--- src/rtl/ip_sequencer_pkg.sv ---
// Shared encodings for the stack-CPU program-flow sequencer:
// flow commands, fault codes and the controller state type.
package ip_sequencer_pkg;

    localparam logic [3:0] SEQ_NEXT  = 4'd0;
    localparam logic [3:0] SEQ_GOTO  = 4'd1;
    localparam logic [3:0] SEQ_IF_EQ = 4'd2;
    localparam logic [3:0] SEQ_IF_GT = 4'd3;
    localparam logic [3:0] SEQ_IF_LT = 4'd4;
    localparam logic [3:0] SEQ_IF_GE = 4'd5;
    localparam logic [3:0] SEQ_IF_LE = 4'd6;
    localparam logic [3:0] SEQ_CALL  = 4'd7;
    localparam logic [3:0] SEQ_RET   = 4'd8;

    localparam logic [1:0] FAULT_NONE = 2'b00;
    localparam logic [1:0] FAULT_OVF  = 2'b01;
    localparam logic [1:0] FAULT_UNF  = 2'b10;
    localparam logic [1:0] FAULT_ILL  = 2'b11;

    typedef enum logic [1:0] {
        S_IDLE,
        S_EVAL,
        S_RD,
        S_FAULT
    } seq_state_t;

    typedef struct packed {
        logic eq;
        logic gt;
        logic lt;
    } cmp_flags_t;

endpackage

--- src/rtl/ip_sequencer_ret_addr_stack.sv ---
// Return-address storage: synchronous write, registered read.
// Pointer bookkeeping lives in the sequencer.
module ret_addr_stack
    import ip_sequencer_pkg::*;
#(
    parameter int DEPTH = 8,
    parameter int W     = 8,
    parameter int AW    = $clog2(DEPTH)
) (
    input  logic          clk,
    input  logic          wr_en,
    input  logic [AW-1:0] wr_addr,
    input  logic [W-1:0]  wr_data,
    input  logic          rd_en,
    input  logic [AW-1:0] rd_addr,
    output logic [W-1:0]  rd_data
);

    logic [W-1:0] mem [DEPTH];

    always_ff @(posedge clk) begin
        if (wr_en) mem[wr_addr] <= wr_data;
        if (rd_en) rd_data <= mem[rd_addr];
    end

endmodule

--- src/rtl/ip_sequencer.sv ---
// Program-flow controller: owns ip, executes NEXT/GOTO/IF_x/CALL/RET
// over a valid/ready handshake with a private return-address stack.
module ip_sequencer
    import ip_sequencer_pkg::*;
#(
    parameter int IP_W     = 8,
    parameter int RS_DEPTH = 8,
    parameter int DW       = $clog2(RS_DEPTH + 1)
) (
    input  logic            clk,
    input  logic            reset,
    input  logic            cmd_valid,
    output logic            cmd_ready,
    input  logic [3:0]      cmd_op,
    input  logic [IP_W-1:0] cmd_target,
    input  logic            cmp_eq,
    input  logic            cmp_gt,
    input  logic            cmp_lt,
    output logic [IP_W-1:0] ip,
    output logic            done,
    output logic            taken,
    output logic [DW-1:0]   rs_depth,
    output logic            fault,
    output logic [1:0]      fault_code
);

    localparam int AW = $clog2(RS_DEPTH);
    localparam logic [DW-1:0] RS_FULL = DW'(RS_DEPTH);

    seq_state_t      state_q, state_d;
    logic [IP_W-1:0] ip_q, ip_d, tgt_q, tgt_d;
    logic [DW-1:0]   depth_q, depth_d;
    logic [3:0]      op_q, op_d;
    cmp_flags_t      cmp_q, cmp_d;
    logic            fault_q, fault_d;
    logic [1:0]      code_q, code_d;
    logic            done_q, done_d;
    logic            taken_q, taken_d;

    logic            wr_en, rd_en, cond;
    logic [IP_W-1:0] ip_inc, rd_data;
    logic [AW-1:0]   wr_addr, rd_addr;

    assign ip_inc  = ip_q + IP_W'(1);
    assign wr_addr = depth_q[AW-1:0];
    // Low bits wrap correctly even when depth == RS_DEPTH.
    assign rd_addr = depth_q[AW-1:0] - AW'(1);

    always_comb begin
        cond = 1'b0;
        case (op_q)
            SEQ_IF_EQ: cond = cmp_q.eq;
            SEQ_IF_GT: cond = cmp_q.gt;
            SEQ_IF_LT: cond = cmp_q.lt;
            SEQ_IF_GE: cond = cmp_q.gt | cmp_q.eq;
            SEQ_IF_LE: cond = cmp_q.lt | cmp_q.eq;
            default:   cond = 1'b0;
        endcase
    end

    always_comb begin
        state_d   = state_q;
        ip_d      = ip_q;
        depth_d   = depth_q;
        op_d      = op_q;
        tgt_d     = tgt_q;
        cmp_d     = cmp_q;
        fault_d   = fault_q;
        code_d    = code_q;
        done_d    = 1'b0;
        taken_d   = 1'b0;
        wr_en     = 1'b0;
        rd_en     = 1'b0;
        cmd_ready = 1'b0;
        case (state_q)
            S_IDLE: begin
                cmd_ready = 1'b1;
                if (cmd_valid) begin
                    op_d    = cmd_op;
                    tgt_d   = cmd_target;
                    cmp_d   = '{eq: cmp_eq, gt: cmp_gt, lt: cmp_lt};
                    state_d = S_EVAL;
                end
            end
            S_EVAL: begin
                state_d = S_IDLE;
                done_d  = 1'b1;
                case (op_q)
                    SEQ_NEXT: ip_d = ip_inc;
                    SEQ_GOTO: begin
                        ip_d    = tgt_q;
                        taken_d = 1'b1;
                    end
                    SEQ_IF_EQ, SEQ_IF_GT, SEQ_IF_LT,
                    SEQ_IF_GE, SEQ_IF_LE: begin
                        ip_d    = cond ? tgt_q : ip_inc;
                        taken_d = cond;
                    end
                    SEQ_CALL: begin
                        if (depth_q == RS_FULL) begin
                            code_d = FAULT_OVF;
                        end else begin
                            wr_en   = 1'b1;
                            depth_d = depth_q + DW'(1);
                            ip_d    = tgt_q;
                            taken_d = 1'b1;
                        end
                    end
                    SEQ_RET: begin
                        if (depth_q == '0) begin
                            code_d = FAULT_UNF;
                        end else begin
                            rd_en   = 1'b1;
                            depth_d = depth_q - DW'(1);
                            state_d = S_RD;
                            done_d  = 1'b0;
                        end
                    end
                    default: code_d = FAULT_ILL;
                endcase
                if (code_d != FAULT_NONE) begin
                    state_d = S_FAULT;
                    fault_d = 1'b1;
                    done_d  = 1'b0;
                    taken_d = 1'b0;
                end
            end
            S_RD: begin
                ip_d    = rd_data;
                done_d  = 1'b1;
                taken_d = 1'b1;
                state_d = S_IDLE;
            end
            default: ;
        endcase
    end

    always_ff @(posedge clk) begin
        if (reset) begin
            state_q <= S_IDLE;
            ip_q    <= '0;
            depth_q <= '0;
            op_q    <= SEQ_NEXT;
            tgt_q   <= '0;
            cmp_q   <= '0;
            fault_q <= 1'b0;
            code_q  <= FAULT_NONE;
            done_q  <= 1'b0;
            taken_q <= 1'b0;
        end else begin
            state_q <= state_d;
            ip_q    <= ip_d;
            depth_q <= depth_d;
            op_q    <= op_d;
            tgt_q   <= tgt_d;
            cmp_q   <= cmp_d;
            fault_q <= fault_d;
            code_q  <= code_d;
            done_q  <= done_d;
            taken_q <= taken_d;
        end
    end

    ret_addr_stack #(
        .DEPTH (RS_DEPTH),
        .W     (IP_W)
    ) u_ras (
        .clk     (clk),
        .wr_en   (wr_en),
        .wr_addr (wr_addr),
        .wr_data (ip_inc),
        .rd_en   (rd_en),
        .rd_addr (rd_addr),
        .rd_data (rd_data)
    );

    assign ip         = ip_q;
    assign rs_depth   = depth_q;
    assign fault      = fault_q;
    assign fault_code = code_q;
    assign done       = done_q;
    assign taken      = taken_q;

endmodule

--- config.mk ---
export PLATFORM = sky130hd
export DESIGN_NAME = ip_sequencer
export DESIGN_NICKNAME = d
export VERILOG_FILES = /design/src/rtl/ip_sequencer_pkg.sv /design/src/rtl/ip_sequencer_ret_addr_stack.sv /design/src/rtl/ip_sequencer.sv
export SDC_FILE = /design/constraint.sdc
export NUM_CORES = 1
export LEC_CHECK = 0
export BUFFER_PORTS_ARGS = -buffer_cell sky130_fd_sc_hd__buf_2
export CORE_ASPECT_RATIO = 1.75
export CORE_MARGIN = 2
export CORE_UTILIZATION = 37
export DETAILED_ROUTE_END_ITERATION = 8
export HOLD_SLACK_MARGIN = 0.06
export PLACE_DENSITY = 0.64
export REMOVE_ABC_BUFFERS = 1
export SLEW_MARGIN = 25
export SYNTH_ARGS = -nofsm -noshare
export SYNTH_HDL_FRONTEND = slang
export SYNTH_SLANG_ARGS = --single-unit
--- constraint.sdc ---
create_clock -name clk -period 6.3 [get_ports clk]
set_input_delay 0.63 -clock clk [delete_from_list [all_inputs] [get_ports clk]]
set_output_delay 0.63 -clock clk [all_outputs]
set_load 0.005 [all_outputs]
# After elaboration in Yosys (flattened, before gate mapping)
# Memory sizes are Yosys's and may differ from the RTL's. A register that Yosys moved wholly into a read port is not among the register bits.
# Index checks and enable logic that the tools add are counted.
dict set report totals {
  ff_bits 34
  latch_bits 0
  ram_bits 64
  mem_bits_ro 0
  out_inout_bits 18
  n_memories 1
}
dict set report op_classes {
  n_addsub 4
  multipliers 0
  n_div 0
  n_lt_le_gt_ge 0
  eq_ne 16
  shifts 0
  n_mux 33
  n_bitwise 2
  reduce_logical 14
}
# name depth width rd rd_ports_with_merged_regs wr line
set memory_table {}
lappend memory_table {u_ras.mem 8 8 1 1 1 ip_sequencer_ret_addr_stack.sv:19} ;# logic [W-1:0] mem [DEPTH];
# operator n
set ops {}
lappend ops {{$pmux 8 s4} 1}
lappend ops {{$eq 4x3->1 const B} 4}
lappend ops {{$mux 8} 2}
lappend ops {{$pmux 8 s2} 1}
lappend ops {{$mux 2} 7}
lappend ops {{$mux 1} 13}
lappend ops {{$pmux 2 s3} 2}
lappend ops {{$add 8x1->8 const B} 1}
lappend ops {{$eq 4x2->1 const B} 2}
lappend ops {{$eq 4x4->1 const B} 2}
lappend ops {{$logic_not 4->1} 2}
lappend ops {{$mux 4} 2}
lappend ops {{$pmux 4 s2} 1}
lappend ops {{$reduce_or 7->1} 1}
lappend ops {{$ne 2x2->1 const B} 3}
lappend ops {{$reduce_and 2->1} 3}
lappend ops {{$reduce_bool 2->1} 3}
lappend ops {{$ne 5x1->1 const B} 1}
lappend ops {{$pmux 1 s5} 1}
lappend ops {{$reduce_or 5->1} 1}
lappend ops {{$add 4x1->4 const B} 1}
lappend ops {{$eq 4x1->1 const B} 1}
lappend ops {{$pmux 1 s2} 2}
lappend ops {{$reduce_and 4->1} 1}
lappend ops {{other kinds (10)} 11}

# Longest topological paths before layout
# Gate-level depths: netlist (run 1).
dict set report logic_depth {
  depth_word 7
  depth_mapped 10
  ltp_nobuf 9
}

# Cells and area by module
# Synthesis (run 1) repeated with hierarchy kept, for this count alone.
dict set report unflattened {
  hier_cells 354
  hier_area_um2 4745.8
}
# mod n_inst cells_per_inst area_per_inst_um2
set by_module_without_submodules {}
lappend by_module_without_submodules {ret_addr_stack 1 114 2771.4}
lappend by_module_without_submodules {ip_sequencer 1 240 1974.4}

# Worst setup path after synthesis (run 1)
# Ideal clock, no wire load.
dict set report synth_path {
  path_kind {reg-to-reg}
  start {register depth_q[0] (netlist: rs_depth[0])}
  end {register u_ras.rd_data[0] (read register of u_ras.mem) (data pin)}
  setup_time_ns 0.260
  t_arrival_ns 2.488
  required_ns 6.040
  path_slack_ns 3.553
  stages_incl_launch_ff 8
  path_buffers 3
  cell_sequence {dfxtp_1 -> clkbuf_1 -> inv_1 -> ha_1 -> clkbuf_1 -> clkbuf_1 -> mux4_2 -> mux2_2}
}
dict set report synth_between {
  elab_cells_between_ends 5
  classes_between {1 x add/sub; 3 x mux; 1 x reduce/logical}
}
# item line
set synth_rtl {}
lappend synth_rtl {{start, declared} ip_sequencer.sv:32} ;# logic [DW-1:0] depth_q, depth_d;
lappend synth_rtl {{start signal, assigned} ip_sequencer.sv:153} ;# depth_q <= depth_d;
lappend synth_rtl {{$sub 3x1->3} ip_sequencer.sv:47} ;# assign rd_addr = depth_q[AW-1:0] - AW'(1);
lappend synth_rtl {{net rd_addr[0]} ip_sequencer.sv:42} ;# logic [AW-1:0] wr_addr, rd_addr;
lappend synth_rtl {{end, declared} ip_sequencer_ret_addr_stack.sv:16} ;# output logic [W-1:0] rd_data
# The timed path passes the listed nets, and every way through them passes these cells.
# A chain may end at the register's enable or synchronous reset.

# Final worst setup path (run 1)
dict set report layout_path {
  start {register depth_q[1] (netlist: rs_depth[1])}
  end {memory u_ras.mem[6][0], enable pin}
}
dict set report layout_between {
  elab_chain_cells 6
}
# item line
set layout_rtl {}
lappend layout_rtl {{$eq 4x4->1} ip_sequencer.sv:100} ;# if (depth_q == RS_FULL) begin
lappend layout_rtl {{$mux 1} ip_sequencer.sv:100}
lappend layout_rtl {{$mux 1} ip_sequencer.sv:88} ;# case (op_q)
lappend layout_rtl {{$mux 1} ip_sequencer.sv:75} ;# case (state_q)
lappend layout_rtl {{$mux 1} ip_sequencer_ret_addr_stack.sv:22} ;# if (wr_en) mem[wr_addr] <= wr_data;
lappend layout_rtl {{$mux 1 (not written as such)} ip_sequencer_ret_addr_stack.sv:22}
lappend layout_rtl {{end, declared} ip_sequencer_ret_addr_stack.sv:19}
# Parallel ways exist; a longest one is shown, timed or not.

==> run_results.csv, run 1 <==
group,metric,value,unit
clocking,root_buffer,"clkbuf_16",
layout,instances_no_fill,558,
worst_setup_path,crit_type,"reg -> reg",
layout,seqCellArea,0.002843,mm2
worst_setup_path,critPathSlowestCell,"nor2_1",
layout,antenna_cells,0,
power,pwr-share-clk,0.389,
sta,slew_viol_final,0,
grt,antenna_found_initial,0,
grt,grtUsageTotal,0.1521,
worst_setup_path,worstPathArrival,2.58,ns
detailed_routing,drt_first_pass_iters,4,
layout,area_delta_synth_final,13.96,%
die,ios,36,
logic_synthesis,synth_edf_count,72,
power,power,0.001655,W
grt,grt_start_max_net_pins,36,
power,power_frac_comb,0.112,
outcome,outcome,"completed",
worst_setup_path,start_kind,"register",
sta,hold_viol,0,
layout,fillers,1121,
grt,grt_pass1_wl,15150,um
worst_setup_path,worstPathRequired,6.27,ns
die,start_util,0.3763,
logic_synthesis,synthArstFlopShare,0,
worst_setup_path,cp_cell_sequence,"inv_1, ha_1, nand3b_1, nand4_1, nor2_1",
logic_synthesis,avgSynthCellArea,13.00,um2
clocking,cts_buffers,9,
die,die_y,152.4,um
clocking,postCtsSetupBuffers,0,
layout,nNetsFinal,412,
detailed_routing,antenna_left,0,
layout,drive_gt1_frac,0.2231,
clocking,clock-sinks,106,
layout,final_util,0.4289,
power,p_leak,1.842,nW
sta,fin_setup_tns,0,ns
die,rows,54,
layout,multiInputGateArea,0.001683,mm2
sta,skew,0.008397,ns
detailed_routing,vias,2887,
die,die_area,0.01352,mm2
sta,grt_setup_unrepaired,"false",
logic_synthesis,synth_cells,358,
clocking,cts_tree,"done",
detailed_routing,drc,0,
sta,max-slew-margin-rel,0.2767,
grt,overflow,0,
sta,finalSetupViolations,0,
power,peakVddDrop,161.9,uV
logic_synthesis,synth_area_leaders,"edfxtp_1 46%, dfxtp_1 15%, mux4_2 7.7%",
die,core-area,0.01236,mm2
sta,tightest_slew,1.081,ns
logic_synthesis,synth.most_common_cell,"edfxtp_1",
die,die_x,88.77,um
logic_synthesis,yosysTopAreaCell,"edfxtp_1",
logic_synthesis,synth_cell_types,55,
logic_synthesis,seq_area_frac_synth,0.6109,
job,maxCapViolCount,0,
worst_setup_path,crit_path_end_kind,"register",
detailed_routing,via_per_inst,5.174,
logic_synthesis,synth_area,0.004653,mm2
power,power_density,312.1,mW/mm2
power,internal_power,0.001251,W
min_path,hold_class,"reg -> reg",
logic_synthesis,ys_top_cells_by_count,"72 x edfxtp_1, 48 x nand2_1, 34 x dfxtp_1, 31 x a21oi_1",
grt,grt_pass1_vias,2869,
sta,min_period,2.614,ns
detailed_routing,wire_per_inst,17.31,um
power,seqPwrFrac,0.499,
clocking,clock_path_buffers,2,
clocking,clk_latency,0.35,ns
sta,finalCritPeriodShare,0.4149,
clocking,htreeDepth,3,
place,gp_congestion,0.7928,
clocking,cts_hold_buf,0,
worst_setup_path,slowest_delay,0.88,ns
place,port_buffers,35,
logic_synthesis,synth_seq_cells,106,
clocking,clkSlewWorstSetupHoldPaths,0.07,ns
detailed_routing,drt_iter0_markers,171,
logic_synthesis,synth_top_cell_area_share,0.4646,
power,p_sw_frac,0.2440,
worst_setup_path,cp_max_fo,8,
logic_synthesis,synth_warnings,0,
detailed_routing,wirelength,9661,um
clocking,cts_resized,0,
power,switchingPower,0.0004038,W
sta,fmax,0.3826,GHz
logic_synthesis,ys.flop_type,"edfxtp_1",
place,dp_hpwl,6976,um
place,place_inst,542,
## cell type report
class                   instances  area share
flip-flops and latches        106      0.5361
multi-input cells             223      0.3174
clock buffers                   9     0.04247
well taps                     168     0.03964
repair buffers                 36     0.03445
clock inverters                 7     0.02360
inverters                       9    0.006371
## power by group through the flow
| stage | registers, W | logic (W) | clock network, W |
|---|---|---|---|
| floorplan | 0.000832 | 0.000119 | 0 |
| global placement | 0.000841 | 0.000179 | 0 |
| detailed placement | 0.000841 | 0.000187 | 0 |
| CTS | 0.000826 | 0.000187 | 0.000658 |
| global route | 0.000830 | 0.000206 | 0.000689 |
| finish | 0.000826 | 0.000185 | 0.000644 |
## cell families (layout without fill, tap and decap cells)
group / count (synthesis) / after routing / share of synthesized area
xor+xnor: 10 / 10 / 0.01882
buf+inv: 29 / 61 / 0.02958
simple gates: 109 / 109 / 0.1202
fa+ha+maj: 9 / 9 / 0.02581
compound gates: 68 / 68 / 0.09143
flops: 106 / 106 / 0.6109
mux: 27 / 27 / 0.1033
## stage by stage
stage | hold slack [ns] | setup slack [ns] | instance area (um2)
finish | 0.4585 | 3.686 | 5303
CTS | 0.4637 | 3.625 | 5293
global placement | 0.4471 | 3.800 | 4942
floorplan | 0.4264 | 3.370 | 4549
detailed placement | 0.4542 | 3.672 | 4942
global route | 0.4909 | 3.532 | 5303
## layer usage
layer | global-route usage | vias up | wire, um
met5 | 0 | - | 0
met4 | 0.07071 | 0 | 294
met3 | 0.03629 | 15 | 383
met2 | 0.2584 | 75 | 5243
met1 | 0.1759 | 1400 | 3739
li1 | - | 1397 | -
## path summary, 6_finish.rpt
check	start	endpoint	slack, ns	cells after the start
hold / removal	tgt_q[2]$_SDFFE_PP0P_	tgt_q[2]$_SDFFE_PP0P_	0.46	2
hold reg to reg	tgt_q[2]$_SDFFE_PP0P_	tgt_q[2]$_SDFFE_PP0P_	0.46	2
setup reg to reg	rs_depth[1]$_SDFFE_PP0P_	u_ras.mem[6][0]$_DFFE_PP_	3.69	5
setup / recovery	rs_depth[1]$_SDFFE_PP0P_	u_ras.mem[6][0]$_DFFE_PP_	3.69	5
## flip-flops by register name (all words and copies together), names as in the netlist
| name | cells |
|---|---|
| ip | 8 |
| cmp_q | 3 |
| fault_code | 2 |
| state_q | 2 |
| done | 1 |
| fault | 1 |
| op_q | 4 |
| rs_depth | 4 |
| u_ras.rd_data | 8 |
| u_ras.mem | 64 |
| tgt_q | 8 |
| taken | 1 |
## cell usage in the layout (no fill, tap or decap), drive strengths merged, types with 2 or more instances in the layout
master / n
o211ai: 2
a21boi: 3
mux2i: 3
or3: 2
xnor2: 5
and2: 3
bufinv: 3
clkinvlp: 2
mux4: 16
nand3: 11
a211oi: 4
o21bai: 4
dfxtp: 34
nand4b: 2
xor2: 5
buf: 36
nor3: 6
nand4: 2
ha: 8
edfxtp: 72
o21ai: 7
mux2: 8
clkbuf: 9
a21oi: 31
a31oi: 6
nand2: 48
a21o: 3
nand2b: 4
nand3b: 4
inv: 11
o41ai: 2
nor2: 16
nor2b: 2
## critical path, delay by kind of cell (launching register included)
kind / cells / cell delay, ns
simple gates: 3 / 1.32
fa+ha+maj: 1 / 0.28
flops: 1 / 0.49
buf+inv: 1 / 0.14
No activity file was read; power rests on OpenSTA's default activity.
==> run 2: changes to the inputs <==
--- a/config.mk
+++ b/config.mk
@@ -11,7 +11,7 @@
 export CORE_UTILIZATION = 37
 export DETAILED_ROUTE_END_ITERATION = 8
 export HOLD_SLACK_MARGIN = 0.06
-export PLACE_DENSITY = 0.64
+export PLACE_DENSITY = 0.66
 export REMOVE_ABC_BUFFERS = 1
 export SLEW_MARGIN = 25
 export SYNTH_ARGS = -nofsm -noshare
==> constraint.sdc (replaced) <==
create_clock -name clk -period 2.3 [get_ports clk]
set_input_delay 0.23 -clock clk [delete_from_list [all_inputs] [get_ports clk]]
set_output_delay 0.23 -clock clk [all_outputs]
set_load 0.005 [all_outputs]
==> run 2 against run 1 <==
Compared with the run above: clock-buffer cell count unchanged; critical path depth increased by 2; critical path type unchanged; maximum frequency increased by 29%; register-to-register slack got worse by 3.4 ns; worst setup slack got worse by 3.4 ns; die area unchanged; sequential power increased to 2.7 times the previous value; critical endpoint is now rs_depth[3]$_SDFFE_PP0P_; sequential cell count unchanged; sequential share of layout area decreased by 0.77 points; final area increased by 1.5%; global-route usage decreased by 0.37 points; via count increased by 2.9%.
==> run_results.csv, run 2 (synthesized netlist as in run 1, its figures left out) <==
group,metric,value,unit
outcome,outcome,"completed",
die,die_x,88.77,um
die,rows,54,
job,maxCapViolCount,0,
layout,area_delta_synth_final,15.62,%
layout,final_common_cell,"edfxtp_1",
worst_setup_path,slowest_delay,0.41,ns
clocking,postCtsSetupBuffers,0,
detailed_routing,via_per_inst,5.131,
worst_setup_path,start_kind,"register",
detailed_routing,wirelength,9218,um
sta,slew_viol_final,0,
layout,top_register,"u_ras.mem",
power,pwr-share-clk,0.339,
detailed_routing,drc,0,
power,seqPwrFrac,0.533,
clocking,clkSlewWorstSetupHoldPaths,0.07,ns
power,p_sw_frac,0.2585,
power,power_frac_comb,0.129,
die,ios,36,
sta,min_period,2.032,ns
clocking,cts_buffers,9,
place,gp_congestion,0.8878,
sta,grt_setup_unrepaired,"false",
layout,drive_gt1_frac,0.2579,
detailed_routing,drt_iter0_markers,250,
place,dp_hpwl,6586,um
place,port_buffers,35,
power,power_density,783.8,mW/mm2
min_path,hold_class,"in -> reg",
clocking,cts_tree,"done",
detailed_routing,antenna_left,0,
worst_setup_path,startpoint,"rs_depth[0]$_SDFFE_PP0P_",
worst_setup_path,critPathSlowestCell,"or3b_1",
grt,antenna_found_initial,0,
clocking,cts_resized,0,
clocking,clock_path_buffers,2,
sta,finalSetupViolations,0,
power,peakVddDrop,462.8,uV
worst_setup_path,cp_cell_sequence,"inv_1, ha_1, or3b_1, and2_2, o221a_2, a21o_1, a21oi_1",
sta,max-slew-margin-rel,0.5716,
grt,grt_start_max_net_pins,36,
layout,final_cell_mix,"72 x edfxtp_1, 48 x nand2_1, 35 x buf_2, 34 x dfxtp_1, 31 x a21oi_1",
sta,hold_viol,0,
place,dpl_cell_area,0.005107,mm2
worst_setup_path,crit_type,"reg -> reg",
clocking,root_buffer,"clkbuf_16",
sta,fmax,0.4920,GHz
sta,finalCritPeriodShare,0.8837,
layout,fillers,1111,
grt,grt_pass1_vias,2920,
layout,nNetsFinal,434,
detailed_routing,vias,2971,
die,core-area,0.01236,mm2
clocking,htreeDepth,3,
sta,tightest_slew,0.6405,ns
die,die_area,0.01352,mm2
worst_setup_path,cp_max_fo,7,
grt,overflow,0,
min_path,min_from,"cmp_lt",
clocking,clk_latency,0.35,ns
power,power,0.004217,W
clocking,clock-sinks,106,
worst_setup_path,worstPathArrival,2.31,ns
clocking,cts_hold_buf,0,
power,internal_power,0.003127,W
die,start_util,0.3763,
grt,grt_pass1_wl,15090,um
worst_setup_path,crit_path_end_kind,"register",
power,p_leak,1.917,nW
die,die_y,152.4,um
grt,grtUsageTotal,0.1484,
sta,skew,0.008506,ns
detailed_routing,wire_per_inst,15.92,um
power,switchingPower,0.001090,W
layout,fin_area,0.005380,mm2
worst_setup_path,rr_startpoint,"rs_depth[0]$_SDFFE_PP0P_",
layout,antenna_cells,0,
layout,multiInputGateArea,0.001673,mm2
worst_setup_path,worstPathRequired,2.58,ns
layout,largest_register_ffs,64,
layout,seqCellArea,0.002843,mm2
detailed_routing,drt_first_pass_iters,4,
[run 2: cell count changes in the layout (fill, tap and decap cells not counted), sizes merged]
cell      before  now
clkinvlp       2    1
buf           36   58
clkinv         0    2
bufinv         3    0
inv           11   12
[run 2: worst max-delay path: cells and delay by family, from the launching register on]
| kind | cells | cell delay (ns) |
|---|---|---|
| simple gates | 2 | 0.65 |
| fa+ha+maj | 1 | 0.30 |
| compound gates | 3 | 0.59 |
| buf+inv | 1 | 0.11 |
| flops | 1 | 0.31 |
[run 2: power by group through the flow]
stage                     Sequential (W)  Clock (W)  Combinational [W]
final                            0.00225    0.00143           0.000542
after global routing             0.00226    0.00153           0.000611
after CTS                        0.00225    0.00147           0.000547
after detailed placement         0.00229          0           0.000545
after global placement           0.00229          0           0.000533
after floorplan                  0.00228          0           0.000325
[run 2: stage by stage]
| step | std cells | hold WS, ns | setup WS [ns] | TNS [ns] | util |
|---|---|---|---|---|---|
| 6_report | 579 | 0.1099 | 0.2676 | 0 | 0.4351 |
| 4_1_cts | 579 | 0.1019 | 0.2607 | 0 | 0.4351 |
| 3_3_place_gp | 564 | 0.4447 | 0.3376 | 0 | 0.4131 |
| 2_1_floorplan | 338 | 0.2991 | -0.6303 | -32.41 | - |
| 3_5_place_dp | 564 | 0.4493 | 0.3069 | 0 | 0.4131 |
| 5_1_grt | 579 | 0.1151 | 0.1066 | 0 | 0.4351 |
[run 2: final timing paths]
path / cells after the start / to / slack, ns
worst max-delay path: 7 / rs_depth[3]$_SDFFE_PP0P_ / 0.27
worst min-delay path: 3 / cmp_q[0]$_SDFFE_PP0P_ / 0.11
worst max register to register: 7 / rs_depth[3]$_SDFFE_PP0P_ / 0.27
worst min register to register: 2 / tgt_q[2]$_SDFFE_PP0P_ / 0.46
[run 2: cell type report]
| class | instances | share of cell area |
|---|---|---|
| flip-flops and latches | 106 | 0.5284 |
| clock inverters | 6 | 0.008837 |
| multi-input cells | 223 | 0.3109 |
| clock buffers | 9 | 0.04186 |
| repair buffers | 58 | 0.06465 |
| well taps | 168 | 0.03907 |
| inverters | 9 | 0.006279 |
[run 2: routing by layer]
metal | global-route usage | part of all wire | up-vias
li1 | - | - | 1435
met1 | 0.1727 | 0.39 | 1437
met2 | 0.2559 | 0.55 | 85
met3 | 0.03088 | 0.039 | 14
met4 | 0.06494 | 0.026 | 0
met5 | 0 | 0 | -
==> run 3: changes to the inputs <==
--- a/config.mk
+++ b/config.mk
@@ -11,6 +11,7 @@
 export CORE_UTILIZATION = 37
 export DETAILED_ROUTE_END_ITERATION = 8
 export HOLD_SLACK_MARGIN = 0.06
+export MAX_ROUTING_LAYER = met4
 export PLACE_DENSITY = 0.66
 export REMOVE_ABC_BUFFERS = 1
 export SLEW_MARGIN = 25
==> run 3 against run 2 <==
Compared with the run above: core utilization unchanged; wire length up 0.72%; via count about the same; largest power group unchanged.
==> run_results.csv, run 3 (synthesized netlist as in run 1, its figures left out) <==
group,metric,value,unit
place,port_buffers,35,
clocking,clkSlewWorstSetupHoldPaths,0.07,ns
place,place_ws,0.3069,ns
die,start_util,0.3763,
sta,grt_setup_unrepaired,"false",
min_path,whs_endpoint,"cmp_q[0]$_SDFFE_PP0P_",
clocking,cts_buffers,9,
die,die_y,152.4,um
layout,final_util,0.4351,
worst_setup_path,crit_type,"reg -> reg",
grt,grt_pass1_wl,15090,um
die,die_area,0.01352,mm2
layout,antenna_cells,0,
worst_setup_path,reg2reg_depth,7,
worst_setup_path,r2r_end,"rs_depth[3]$_SDFFE_PP0P_",
die,die_x,88.77,um
min_path,min_from,"cmp_lt",
clocking,cts_tree,"done",
sta,max-slew-margin-rel,0.5909,
grt,overflow,0,
layout,final_cell_mix,"72 x edfxtp_1, 48 x nand2_1, 35 x buf_2, 34 x dfxtp_1, 31 x a21oi_1",
layout,nNetsFinal,434,
grt,grt_start_max_net_pins,36,
worst_setup_path,r2r_slack,0.26,ns
layout,top_register,"u_ras.mem",
layout,drive_gt1_frac,0.2579,
worst_setup_path,start_kind,"register",
sta,tightest_slew,0.6116,ns
sta,skew,0.008528,ns
worst_setup_path,worstPathRequired,2.58,ns
clocking,htreeDepth,3,
layout,fillers,1111,
place,dp_hpwl,6586,um
clocking,cts_hold_buf,0,
worst_setup_path,cp_max_fo,7,
power,seqPwrFrac,0.531,
clocking,cts_resized,0,
layout,largest_register_ffs,64,
grt,antenna_found_initial,0,
detailed_routing,drt_iter0_markers,273,
grt,grt_pass1_vias,2912,
clocking,clock_path_buffers,2,
die,core-area,0.01236,mm2
sta,hold_viol,0,
min_path,hold_class,"in -> reg",
outcome,outcome,"completed",
sta,min_period,2.037,ns
power,p_sw_frac,0.2604,
detailed_routing,vias,2973,
detailed_routing,via_per_inst,5.135,
detailed_routing,wirelength,9284,um
sta,slew_viol_final,0,
die,rows,54,
clocking,postCtsSetupBuffers,0,
layout,final_common_cell,"edfxtp_1",
min_path,min_path_cells,3,
place,gp_congestion,0.9026,
job,maxCapViolCount,0,
power,power_density,785.9,mW/mm2
sta,fmax,0.4909,GHz
sta,fin_setup_tns,0,ns
clocking,clk_latency,0.35,ns
detailed_routing,drt_first_pass_iters,5,
sta,finalSetupViolations,0,
detailed_routing,antenna_left,0,
detailed_routing,wire_per_inst,16.03,um
clocking,clock-sinks,106,
clocking,root_buffer,"clkbuf_16",
grt,grtUsageTotal,0.1526,
power,internal_power,0.003127,W
power,power_frac_comb,0.128,
sta,finalCritPeriodShare,0.8856,
power,peakVddDrop,464.9,uV
worst_setup_path,worstPathArrival,2.31,ns
layout,area_delta_synth_final,15.62,%
die,ios,36,
worst_setup_path,crit_path_end_kind,"register",
sta,fin_ws,0.2631,ns
power,switchingPower,0.001101,W
power,pwr-share-clk,0.340,
power,p_leak,1.917,nW
detailed_routing,drc,0,
worst_setup_path,rr_startpoint,"rs_depth[0]$_SDFFE_PP0P_",
[run 3: final cells by class]
cell class / count / area [um2] / share of cell area
timing repair buffer: 58 / 347.8 / 0.06465
tap: 168 / 210.2 / 0.03907
clock buffer: 9 / 225.2 / 0.04186
inverter: 9 / 33.78 / 0.006279
clock inverter: 6 / 47.55 / 0.008837
sequential: 106 / 2843 / 0.5284
multi-input combinational: 223 / 1673 / 0.3109
[run 3: stage by stage]
step                total power [W]  cell area, um2  hold slack, ns  instances
global route               0.004398            5380          0.1151        579
floorplan                  0.002603            4549          0.2991        338
finish                     0.004228            5380          0.1099        579
detailed placement         0.002835            5107          0.4493        564
CTS                        0.004260            5380          0.1019        579
global placement           0.002819            5107          0.4447        564
[run 3: routing by layer]
layer / wire length [um] / track usage / share of wire / up-vias
met3: 261 / 0.02979 / 0.028 / 14
met5: 0 / - / 0 / -
met1: 3724 / 0.1734 / 0.40 / 1458
met4: 235 / 0.06494 / 0.025 / 0
li1: - / - / - / 1440
met2: 5062 / 0.2559 / 0.55 / 61
[run 3: worst max path at each step]
stage	from	end	slack (ns)	cells past startpoint
floorplan	rs_depth[0]$_SDFFE_PP0P_	u_ras.mem[1][0]$_DFFE_PP_	-0.63	5
global route	op_q[2]$_SDFFE_PP0P_	rs_depth[3]$_SDFFE_PP0P_	0.11	9
detailed placement	rs_depth[0]$_SDFFE_PP0P_	rs_depth[2]$_SDFFE_PP0P_	0.31	7
CTS	rs_depth[0]$_SDFFE_PP0P_	rs_depth[3]$_SDFFE_PP0P_	0.26	7
finish	rs_depth[0]$_SDFFE_PP0P_	rs_depth[3]$_SDFFE_PP0P_	0.26	7
global placement	rs_depth[0]$_SDFFE_PP0P_	rs_depth[2]$_SDFFE_PP0P_	0.34	7
[run 3: worst max-delay path, cell delays in order, from the launching register on]
cell,delay [ns]
dfxtp_1,0.31
inv_1,0.12
ha_1,0.31
or3b_1,0.41
and2_2,0.24
o221a_2,0.31
a21o_1,0.17
a21oi_1,0.11
[run 3: power groups by stage]
stage                     Clock, W  Sequential [W]  Combinational [W]
after floorplan                  0         0.00228           0.000325
after global placement           0         0.00229           0.000533
after detailed placement         0         0.00229           0.000545
after CTS                  0.00147         0.00225           0.000547
after global routing       0.00153         0.00226           0.000611
final                      0.00144         0.00225           0.000543
